## src/rtl/apb2fifo_mc.sv

```systemverilog
// Multi-channel APB slave bridge: APB writes become outbound FIFO words, inbound FIFO words
// update per-channel shadow registers that APB reads return.
module apb2fifo_mc #(
   parameter int NCH     = 4,
   parameter int DATA_W  = 32,
   parameter int CFG_W   = 16,
   parameter int MODE_W  = 2,
   parameter int TIMEOUT = 255,
   parameter int CH_W    = (NCH > 1) ? $clog2(NCH) : 1
) (
   input  logic                     pclk,
   input  logic                     preset,
   input  logic [15:0]              paddr,
   input  logic                     psel,
   input  logic                     penable,
   input  logic                     pwrite,
   input  logic [31:0]              pwdata,
   output logic                     pready,
   output logic [31:0]              prdata,
   output logic                     pslverr,
   output logic [CH_W+DATA_W+1:0]   fifo_write_data,
   output logic                     fifo_write_inc,
   input  logic                     fifo_write_full,
   input  logic                     fifo_write_empty,
   input  logic [CH_W+DATA_W+1:0]   fifo_read_data,
   input  logic                     fifo_read_empty,
   output logic                     fifo_read_inc,
   output logic [NCH-1:0]           irq
);
   localparam int CNT_W = (TIMEOUT > 1) ? $clog2(TIMEOUT) : 1;

   typedef enum logic [1:0] {IDLE = 2'd0, ACCESS = 2'd1, WAIT = 2'd2, DONE = 2'd3} state_t;

   state_t                 state, nxt_state;
   logic [3:0]             a_ch;
   logic [1:0]             a_mod;
   logic                   a_write, a_bad;
   logic [DATA_W-1:0]      a_wdata;
   logic [CNT_W-1:0]       cnt, nxt_cnt;
   logic                   nxt_pready, nxt_pslverr, nxt_inc, rd_clr;
   logic [31:0]            nxt_prdata, rd_val;
   logic [CH_W+DATA_W+1:0] nxt_wdata;

   logic [DATA_W-1:0]      dat  [NCH];
   logic [CFG_W-1:0]       cfg  [NCH];
   logic [MODE_W-1:0]      mode [NCH];
   logic [5:0]             st   [NCH];
   logic [NCH-1:0]         wrf, ovr;

   logic [CH_W-1:0]        ach, in_ch;
   logic [1:0]             in_mod;
   logic [DATA_W-1:0]      in_data;
   logic [3:0]             off;
   logic                   setup;
   logic                   unused_addr;

   assign ach           = a_ch[CH_W-1:0];
   assign off           = paddr[3:0];
   assign setup         = psel & ~penable;
   assign {in_ch, in_mod, in_data} = fifo_read_data;
   assign fifo_read_inc = ~fifo_read_empty & ~preset;
   assign unused_addr   = &{1'b0, paddr[15:8]};

   always_comb begin
      irq = '0;
      for (int c = 0; c < NCH; c++) begin
         irq[c] = wrf[c] & st[c][0];
      end
   end

   // Register file read mux; STATUS full/empty bits reflect the outbound FIFO at the read edge.
   always_comb begin
      case (a_mod)
         2'd0:    rd_val = 32'(cfg[ach]);
         2'd1:    rd_val = 32'(dat[ach]);
         2'd2:    rd_val = 32'({fifo_write_empty, fifo_write_full, st[ach], ovr[ach], wrf[ach]});
         default: rd_val = 32'(mode[ach]);
      endcase
   end

   always_ff @(posedge pclk) begin
      if (preset) begin
         a_ch    <= 4'd0;
         a_mod   <= 2'd0;
         a_write <= 1'b0;
         a_wdata <= '0;
         a_bad   <= 1'b0;
      end else if (state == IDLE && setup) begin
         a_ch    <= paddr[7:4];
         a_mod   <= off[1:0] - 2'd1;
         a_write <= pwrite;
         a_wdata <= pwdata[DATA_W-1:0];
         a_bad   <= (off == 4'd0) || (off > 4'd4) || (int'(paddr[7:4]) >= NCH);
      end else begin
         a_ch    <= a_ch;
      end
   end

   always_comb begin
      nxt_state   = state;
      nxt_pready  = 1'b0;
      nxt_pslverr = 1'b0;
      nxt_inc     = 1'b0;
      nxt_prdata  = prdata;
      nxt_wdata   = fifo_write_data;
      nxt_cnt     = cnt;
      rd_clr      = 1'b0;
      case (state)
         IDLE: begin
            if (setup) nxt_state = ACCESS;
            else       nxt_state = IDLE;
         end
         ACCESS: begin
            if (a_bad || (a_write && a_mod == 2'd2)) begin
               nxt_pready  = 1'b1;
               nxt_pslverr = 1'b1;
               nxt_state   = DONE;
            end else if (!a_write) begin
               nxt_prdata = rd_val;
               nxt_pready = 1'b1;
               rd_clr     = (a_mod == 2'd1);
               nxt_state  = DONE;
            end else if (!fifo_write_full) begin
               nxt_wdata  = {ach, a_mod, a_wdata};
               nxt_inc    = 1'b1;
               nxt_pready = 1'b1;
               nxt_state  = DONE;
            end else begin
               nxt_cnt   = '0;
               nxt_state = WAIT;
            end
         end
         WAIT: begin
            if (!fifo_write_full) begin
               nxt_wdata  = {ach, a_mod, a_wdata};
               nxt_inc    = 1'b1;
               nxt_pready = 1'b1;
               nxt_state  = DONE;
            end else if (cnt == CNT_W'(TIMEOUT - 1)) begin
               nxt_pready  = 1'b1;
               nxt_pslverr = 1'b1;
               nxt_state   = DONE;
            end else begin
               nxt_cnt = cnt + CNT_W'(1);
            end
         end
         DONE:    nxt_state = IDLE;
         default: nxt_state = IDLE;
      endcase
   end

   always_ff @(posedge pclk) begin
      if (preset) begin
         state           <= IDLE;
         pready          <= 1'b0;
         pslverr         <= 1'b0;
         prdata          <= 32'd0;
         fifo_write_inc  <= 1'b0;
         fifo_write_data <= '0;
         cnt             <= '0;
      end else begin
         state           <= nxt_state;
         pready          <= nxt_pready;
         pslverr         <= nxt_pslverr;
         prdata          <= nxt_prdata;
         fifo_write_inc  <= nxt_inc;
         fifo_write_data <= nxt_wdata;
         cnt             <= nxt_cnt;
      end
   end

   // Shadow registers; an inbound DATA word beats a simultaneous DATA-read clear of WRF.
   always_ff @(posedge pclk) begin
      if (preset) begin
         wrf <= '0;
         ovr <= '0;
         for (int c = 0; c < NCH; c++) begin
            dat[c]  <= '0;
            cfg[c]  <= '0;
            mode[c] <= '0;
            st[c]   <= 6'd0;
         end
      end else begin
         for (int c = 0; c < NCH; c++) begin
            if (fifo_read_inc && in_ch == CH_W'(c) && in_mod == 2'd1) begin
               dat[c] <= in_data;
               wrf[c] <= 1'b1;
               ovr[c] <= (rd_clr && ach == CH_W'(c)) ? 1'b0 : (ovr[c] | wrf[c]);
            end else if (rd_clr && ach == CH_W'(c)) begin
               wrf[c] <= 1'b0;
               ovr[c] <= 1'b0;
            end else begin
               wrf[c] <= wrf[c];
            end
            if (fifo_read_inc && in_ch == CH_W'(c)) begin
               case (in_mod)
                  2'd0:    cfg[c]  <= in_data[CFG_W-1:0];
                  2'd2:    st[c]   <= in_data[7:2];
                  2'd3:    mode[c] <= in_data[MODE_W-1:0];
                  default: st[c]   <= st[c];
               endcase
            end
         end
      end
   end
endmodule

```

## config.mk

```make
export PLATFORM = sky130hd
export DESIGN_NAME = apb2fifo_mc
export DESIGN_NICKNAME = d
export VERILOG_FILES = /design/src/rtl/apb2fifo_mc.sv
export SDC_FILE = /design/constraint.sdc
export NUM_CORES = 1
export LEC_CHECK = 0
export BUFFER_PORTS_ARGS = -buffer_cell sky130_fd_sc_hd__buf_4
export CORE_MARGIN = 10
export CORE_UTILIZATION = 34
export CTS_BUF_LIST = sky130_fd_sc_hd__clkbuf_4 sky130_fd_sc_hd__clkbuf_8
export CTS_CLUSTER_SIZE = 24
export DETAILED_ROUTE_END_ITERATION = 12
export GPL_TIMING_DRIVEN = 0
export HOLD_SLACK_MARGIN = 0.12
export PLACE_DENSITY_LB_ADDON = 0.12
export SYNTH_ARGS = -nofsm -noshare
export SYNTH_HDL_FRONTEND = slang
export SYNTH_SLANG_ARGS = --single-unit
```

## constraint.sdc

```tcl
create_clock -name pclk -period 12.3 [get_ports pclk]
set_input_delay 2.46 -clock pclk [delete_from_list [all_inputs] [get_ports pclk]]
set_output_delay 2.46 -clock pclk [all_outputs]
set_load 0.05 [all_outputs]
```

==> flow_summary.json, run 1 <==
{
  "status": "finished clean",
  "gp_congestion": 0.8047,
  "async_reset_ff_frac": 0,
  "fp.dieW_microns": 234.1,
  "die_h_microns": 234.1,
  "setup_slack_ps": 5488,
  "hold_viol": 0,
  "syn_to_final_growth_pct": 21.61,
  "power.density_nw_per_um2": 172.2,
  "slew_violations": 0,
  "setup_viol": 0,
  "hpwlAfterDp_microns": 33470,
  "vias_per_cell": 5.157,
  "final_area_sq_um": 18960,
  "synth-main-ff-cell": "edfxtp_1",
  "worstPathCellList": "buf_4 > buf_2 > clkbuf_1 > clkbuf_1 > nor2_1 > buf_4",
  "finClkSkew_ps": 24.69,
  "ys_seq_elements": 353,
  "cp.required_ps": 9840,
  "drtAntennaViolNets": 0,
  "end_kind": "output pin",
  "cp_max_fo": 10,
  "max_freq_mhz": 146.8,
  "grt_usage": 0.1767,
  "synthTopCellsByCount": "edfxtp_1, and2_1, dfxtp_1, and3_1, nand2_1",
  "wl_microns": 48800,
  "fin_setup_tns_ps": 0,
  "design.core.area_sq_um": 45380,
  "worst_slew_pin_slew_ps": 961.9,
  "insertion_delay_ps": 610,
  "yosysWarnings": 0,
  "timing.hold.ws_ps": 453.4,
  "ioPinCount": 168,
  "seq_area_frac_synth": 0.5971,
  "cts_buffers": 66,
  "dpl_worst_slack_ps": 5466,
  "synth_top_cell_by_area": "edfxtp_1",
  "synth_cells": 1249,
  "synth_area_leaders": "edfxtp_1, dfxtp_1, mux4_2, and2_1, and3_1",
  "initial_core_util": 0.3435,
  "cap_viol_max_count": 0,
  "routedWlPerCell_microns": 22.93,
  "grt_max_degree": 27,
  "drc": 0,
  "grt_pass1_wl_microns": 72890,
  "drt_iter0_drc": 714,
  "cts-root-buf": "clkbuf_8",
  "clk_pin_slew_ps": 50,
  "worst_setup_path_start_kind": "input port",
  "drive_gt1_frac": 0.2567,
  "cts_sinks": 353,
  "post-route-period-util": 0.5538,
  "synth_most_common_cell": "edfxtp_1",
  "syn_area_per_cell_sq_um": 12.48,
  "syn-cell-area_sq_um": 15590,
  "rsz0062_at_grt": "false",
  "place_area_sq_um": 17620,
  "hold_buffers": 0,
  "setup.worst_path.class": "input port to output pin",
  "dieArea_sq_um": 54820,
  "crit_family": "buffers and inverters",
  "hold_path.class": "flop to flop",
  "synth_edf_count": 224,
  "max_stage_delay_ps": 600,
  "post_cts_resized": 0,
  "netlist.area_leader.share": 0.4315,
  "clk_path_buf_depth": 3,
  "fin_crit_ps": 6812,
  "portBuffers": 157,
  "nNetsFinal": 1577,
  "slew_headroom": 0.3497,
  "worst_path_max_delay_cell": "clkbuf_1",
  "cts_setup_buffers": 0,
  "vias": 10974,
  "cts_tree": "yes",
  "drt_first_pass_iters": 5,
  "worstPathArrival_ps": 4350,
  "path_buf_inv": 5,
  "fill_cells": 4350,
  "leakagePower_nw": 7.079,
  "antenna_found_initial": 1,
  "cts.htree.levels": 3,
  "synth.distinct_cells": 62,
  "r2r_setup_slack_ps": 10050,
  "grt_overflow": 0,
  "rows": 78,
  "syn_nets": 1348,
  "grt_pass1_vias": 11504,
  "vdd_drop_max_mv": 0.08400
}
worst register-to-register path, stage by stage (launching register included):
cell	delay, ps
dfxtp_1	330
inv_1	100
ha_1	170
nor3b_1	650
clkbuf_1	490
nand2_1	150
a21oi_1	260
path summary, 6_finish.rpt:
path         cells past startpoint                startpoint                  endpoint
max                              6                    preset             fifo_read_inc
min                              2  a_wdata[20]$_SDFFE_PP0P_  a_wdata[20]$_SDFFE_PP0P_
max reg2reg                      6     state[0]$_SDFFE_PP0P_      a_ch[1]$_SDFFE_PP0P_
min reg2reg                      2  a_wdata[20]$_SDFFE_PP0P_  a_wdata[20]$_SDFFE_PP0P_
sequential cells by signal, indices dropped and copies added (netlist names), 8 cells and up, named ones only:
signal,flops
a_wdata,32
cfg,64
cnt,8
dat,128
fifo_write_data,36
mode,8
prdata,32
st,24
layout by cell type (no fill, tap or decap), drive strengths merged, types with 2 or more instances in the layout:
master / netlist / routed
or2: 6 / 6
nor3b: 3 / 3
nor3: 19 / 19
and2: 132 / 132
nand4b: 35 / 35
a31oi: 4 / 4
edfxtp: 224 / 224
and3: 97 / 97
a22oi: 16 / 16
nor2b: 17 / 17
mux2i: 20 / 20
nand2: 95 / 95
a211oi: 11 / 11
o211ai: 19 / 19
o31ai: 39 / 39
mux4: 57 / 57
nor2: 40 / 40
nand4: 4 / 4
clkbuf: 69 / 173
nor4b: 3 / 3
o21ai: 16 / 16
clkinvlp: 0 / 2
and2b: 2 / 2
dfxtp: 129 / 129
ha: 7 / 7
clkinv: 1 / 11
a21oi: 81 / 81
or4b: 2 / 2
o22ai: 10 / 10
nor4: 6 / 6
inv: 20 / 20
nand2b: 2 / 2
buf: 41 / 202
or4: 2 / 2
nand3: 7 / 7
final cells by class:
cell class,count,area (sq um),area share
Sequential cell,353,9309,0.4910
Multi-Input combinational cell,765,5703,0.3008
Timing Repair Buffer,161,1259,0.06639
Clock buffer,104,1250,0.06593
Tap cell,600,750.7,0.03960
Buffer,110,518.0,0.02732
Clock inverter,13,87.58,0.004620
Inverter,21,78.83,0.004158
Antenna cell,1,2.502,0.0001320
through the flow:
stage               power [mW]  std cells  utilization
floorplan                1.858       1249            -
global placement         2.122       2006       0.3860
detailed placement       2.126       2010       0.3882
CTS                      3.293       2127       0.4177
global route             3.406       2128       0.4178
finish                   3.265       2128       0.4178
layer usage:
| metal | part of all wire | vias to the layer above | global-route usage |
|---|---|---|---|
| met5 | 0 | - | 0 |
| met4 | 0.022 | 0 | 0.05180 |
| met3 | 0.056 | 80 | 0.03819 |
| met2 | 0.49 | 309 | 0.3002 |
| met1 | 0.43 | 5459 | 0.2220 |
| li1 | - | 5126 | - |
power by group:
group	internal, mW	switching [mW]	total [mW]
combinational	0.217	0.495	0.712
sequential	1.34	0.0433	1.39
clock	0.663	0.501	1.16
cells by family (layout without fill, tap and decap cells):
kind of cell / after synthesis / count (layout) / share of synthesized area
XOR/XNOR: 1 / 1 / 0.0005619
buffers and inverters: 131 / 409 / 0.03828
AO/OA/AOI/OAI: 202 / 202 / 0.08138
flip-flops: 353 / 353 / 0.5971
other: 0 / 1 / 0
multiplexers: 77 / 77 / 0.09518
AND/OR/NAND/NOR: 478 / 478 / 0.1819
adder cells (fa/ha/maj): 7 / 7 / 0.005618
Note: power is estimated with default switching activity, not from simulation.
==> inputs of run 2 (changes only) <==
--- a/config.mk
+++ b/config.mk
@@ -5,6 +5,7 @@
 export SDC_FILE = /design/constraint.sdc
 export NUM_CORES = 1
 export LEC_CHECK = 0
+export ABC_AREA = 1
 export BUFFER_PORTS_ARGS = -buffer_cell sky130_fd_sc_hd__buf_4
 export CORE_MARGIN = 10
 export CORE_UTILIZATION = 34
==> constraint.sdc (replaced) <==
create_clock -name pclk -period 6.6 [get_ports pclk]
set_input_delay 1.32 -clock pclk [delete_from_list [all_inputs] [get_ports pclk]]
set_output_delay 1.32 -clock pclk [all_outputs]
set_load 0.05 [all_outputs]
==> run 2 against run 1 <==
Cell count up 18%. Sequential share of layout area rose by 2.3 points. Combinational power is 130% higher. Sequential power up 93%. Clock skew hardly changed. Critical path depth decreased by 1. Core utilization increased by 0.30 points. Largest power group unchanged. Die area shrank 4.6%. Wire length is 2.0% lower. Global-route usage is 0.23 points higher. First-iteration DRC count up 48%.
==> flow_summary.json, run 2 <==
{
  "die_h_microns": 228.6,
  "rr_startpoint": "state[1]$_SDFFE_PP0P_",
  "netlist.area_leader.share": 0.4545,
  "r2r_cells": 7,
  "cp.required_ps": 6720,
  "cts_sinks": 353,
  "end_kind": "flop",
  "setup_viol": 0,
  "power.density_nw_per_um2": 357.3,
  "path_buf_inv": 4,
  "yosysWarnings": 0,
  "slew_headroom": 0.3057,
  "dpl_worst_slack_ps": 2399,
  "largest_reg_flops": 128,
  "cts_buffers": 66,
  "dieArea_sq_um": 52270,
  "r2r_end": "prdata[9]$_SDFFE_PP0P_",
  "m1WireLength_microns": 22160,
  "seq_area_frac_synth": 0.6290,
  "rsz0062_at_grt": "false",
  "worst_slew_pin_slew_ps": 1041,
  "worst_setup_path_start_kind": "input port",
  "status": "finished clean",
  "routedWlPerCell_microns": 19.10,
  "wl_microns": 47830,
  "nNetsFinal": 1974,
  "hold_buffers": 0,
  "place_area_sq_um": 16810,
  "ys_seq_elements": 353,
  "r2r_setup_slack_ps": 4380,
  "hold_viol": 0,
  "max_stage_delay_ps": 750,
  "post-route-period-util": 0.5410,
  "drt_iter0_drc": 1055,
  "cts_setup_buffers": 0,
  "setup.worst_path.class": "input port to flop",
  "synth_most_common_cell": "nor2_1",
  "cts_tree": "yes",
  "fin_setup_tns_ps": 0,
  "antenna_found_initial": 0,
  "vias": 12160,
  "fin_crit_ps": 3570,
  "p_int_mw": 4.253,
  "leakagePower_nw": 7.304,
  "vdd_drop_max_mv": 0.1744,
  "wl_met3_microns": 3340,
  "syn_area_per_cell_sq_um": 9.002,
  "worstPathCellList": "buf_4 > inv_1 > clkbuf_1 > buf_1 > nand2_1",
  "crit_family": "buffers and inverters",
  "initial_core_util": 0.3436,
  "design.core.area_sq_um": 43080,
  "fp.dieW_microns": 228.6,
  "clk_path_buf_depth": 3,
  "hpwlAfterDp_microns": 33120,
  "hold_path.class": "flop to flop",
  "crit_path_start": "preset",
  "diodes": 0,
  "clk_pin_slew_ps": 60,
  "portBuffers": 159,
  "synth_cells": 1644,
  "final_area_sq_um": 18120,
  "switchingPower_mw": 2.223,
  "drt_first_pass_iters": 6,
  "post_cts_resized": 0,
  "grt_pass1_vias": 11926,
  "finalPower_mw": 6.476,
  "crit_path_end": "cfg[3][4]$_SDFFCE_PN0P_",
  "synth_area_leaders": "edfxtp_1, dfxtp_1, nor2_1, nand2_1, o21ai_0",
  "p_clk_frac": 0.328,
  "syn_to_final_growth_pct": 22.46,
  "ioPinCount": 168,
  "layout_commonest_cell": "nor2_1",
  "drtAntennaViolNets": 0,
  "drive_gt1_frac": 0.1656,
  "grt_overflow": 0,
  "synth_top_cell_by_area": "edfxtp_1",
  "cts-root-buf": "clkbuf_8",
  "vias_per_cell": 4.854,
  "cp_max_fo": 16,
  "cts.htree.levels": 3,
  "slew_violations": 0,
  "reg_top3": "dat x128, cfg x64, fifo_write_data x36",
  "grt_max_degree": 27,
  "cp_num_cells": 5,
  "met2_length_microns": 21460,
  "fin_cells": 2505,
  "gp_congestion": 0.7982,
  "async_reset_ff_frac": 0,
  "synthTopCellsByCount": "nor2_1, nand2_1, edfxtp_1, o21ai_0, dfxtp_1",
  "cap_viol_max_count": 0,
  "highest_layer": "met4",
  "max_freq_mhz": 280.1,
  "drc": 0,
  "worstPathArrival_ps": 3700,
  "grt_usage": 0.1790,
  "synth_edf_count": 224,
  "syn_nets": 1743,
  "insertion_delay_ps": 600,
  "regMostFlops": "dat",
  "worst_path_max_delay_cell": "buf_1",
  "setup_slack_ps": 3030,
  "grt_pass1_wl_microns": 72220,
  "p_sw_frac": 0.3432,
  "synth-main-ff-cell": "edfxtp_1",
  "combPwrFrac": 0.258,
  "p_seq_frac": 0.414,
  "final_cell_mix": "nor2_1, nand2_1, edfxtp_1",
  "finClkSkew_ps": 24.99,
  "dpl.cell_count": 2392,
  "synth.distinct_cells": 30,
  "rows": 76,
  "syn-cell-area_sq_um": 14800
}
-- run 2: changes by cell type after synthesis, sizes merged, moves of 35 or more --
cell | previous run | this run
nand3 | 7 | 60
nand4b | 35 | 0
mux4 | 57 | 0
and3 | 97 | 0
nor2 | 40 | 446
o21ai | 16 | 158
nand2 | 95 | 311
o31ai | 39 | 0
and2 | 132 | 0
inv | 20 | 85
-- run 2: cell families (layout without fill, tap and decap cells) --
kind of cell             after synthesis  after routing  share of synthesized area
AND/OR/NAND/NOR                      823            823                     0.2169
flip-flops                           353            353                     0.6290
AO/OA/AOI/OAI                        267            267                    0.09258
buffers and inverters                187            463                    0.05140
adder cells (fa/ha/maj)                7              7                   0.005918
XOR/XNOR                               7              7                   0.004143
-- run 2: worst min path at each step --
stage | end | slack, ps | cells past startpoint | start
6_report | a_wdata[18]$_SDFFE_PP0P_ | 460 | 2 | a_wdata[18]$_SDFFE_PP0P_
5_1_grt | prdata[21]$_SDFFE_PP0P_ | 480 | 2 | prdata[21]$_SDFFE_PP0P_
4_1_cts | a_wdata[17]$_SDFFE_PP0P_ | 460 | 2 | a_wdata[17]$_SDFFE_PP0P_
3_5_place_dp | a_wdata[27]$_SDFFE_PP0P_ | 450 | 2 | a_wdata[27]$_SDFFE_PP0P_
3_3_place_gp | a_wdata[17]$_SDFFE_PP0P_ | 450 | 2 | a_wdata[17]$_SDFFE_PP0P_
2_1_floorplan | a_wdata[0]$_SDFFE_PP0P_ | 440 | 2 | a_wdata[0]$_SDFFE_PP0P_
-- run 2: cell type report --
class	count	area, sq um
buffer	98	426.7
clock buffer	105	1270
clock inverter	8	38.79
fill	4363	24950
inverter	89	334.1
multi-input combinational	1104	4740
sequential	353	9309
tap	585	732.0
timing repair buffer	163	1274
-- run 2: layer usage --
layer  global-route usage  up-vias
met4              0.05395        0
met2               0.2817      427
met1               0.2440     5780
met3              0.03537       79
li1                     -     5874
met5                    0        -
-- run 2: stage by stage --
stage               hold slack, ps  utilization
global route                 478.1       0.4207
floorplan                    442.2            -
global placement             448.2       0.3883
finish                       460.6       0.4207
CTS                          461.0       0.4207
detailed placement           452.0       0.3904
-- run 2: power by group through the flow --
stage / Sequential, mW / Clock [mW] / Combinational, mW
6_report: 2.68 / 2.12 / 1.67
5_1_grt: 2.71 / 2.27 / 1.83
4_1_cts: 2.68 / 2.17 / 1.69
3_5_place_dp: 2.73 / 0 / 1.68
3_3_place_gp: 2.72 / 0 / 1.67
2_1_floorplan: 3.05 / 0 / 0.749
-- run 2: worst register-to-register path, stage by stage (launching register included) --
cell      delay (ps)
dfxtp_1          320
inv_1             90
ha_1             260
nand3_2          240
clkinv_1         300
buf_1            590
nand2_1          180
a21oi_1          150
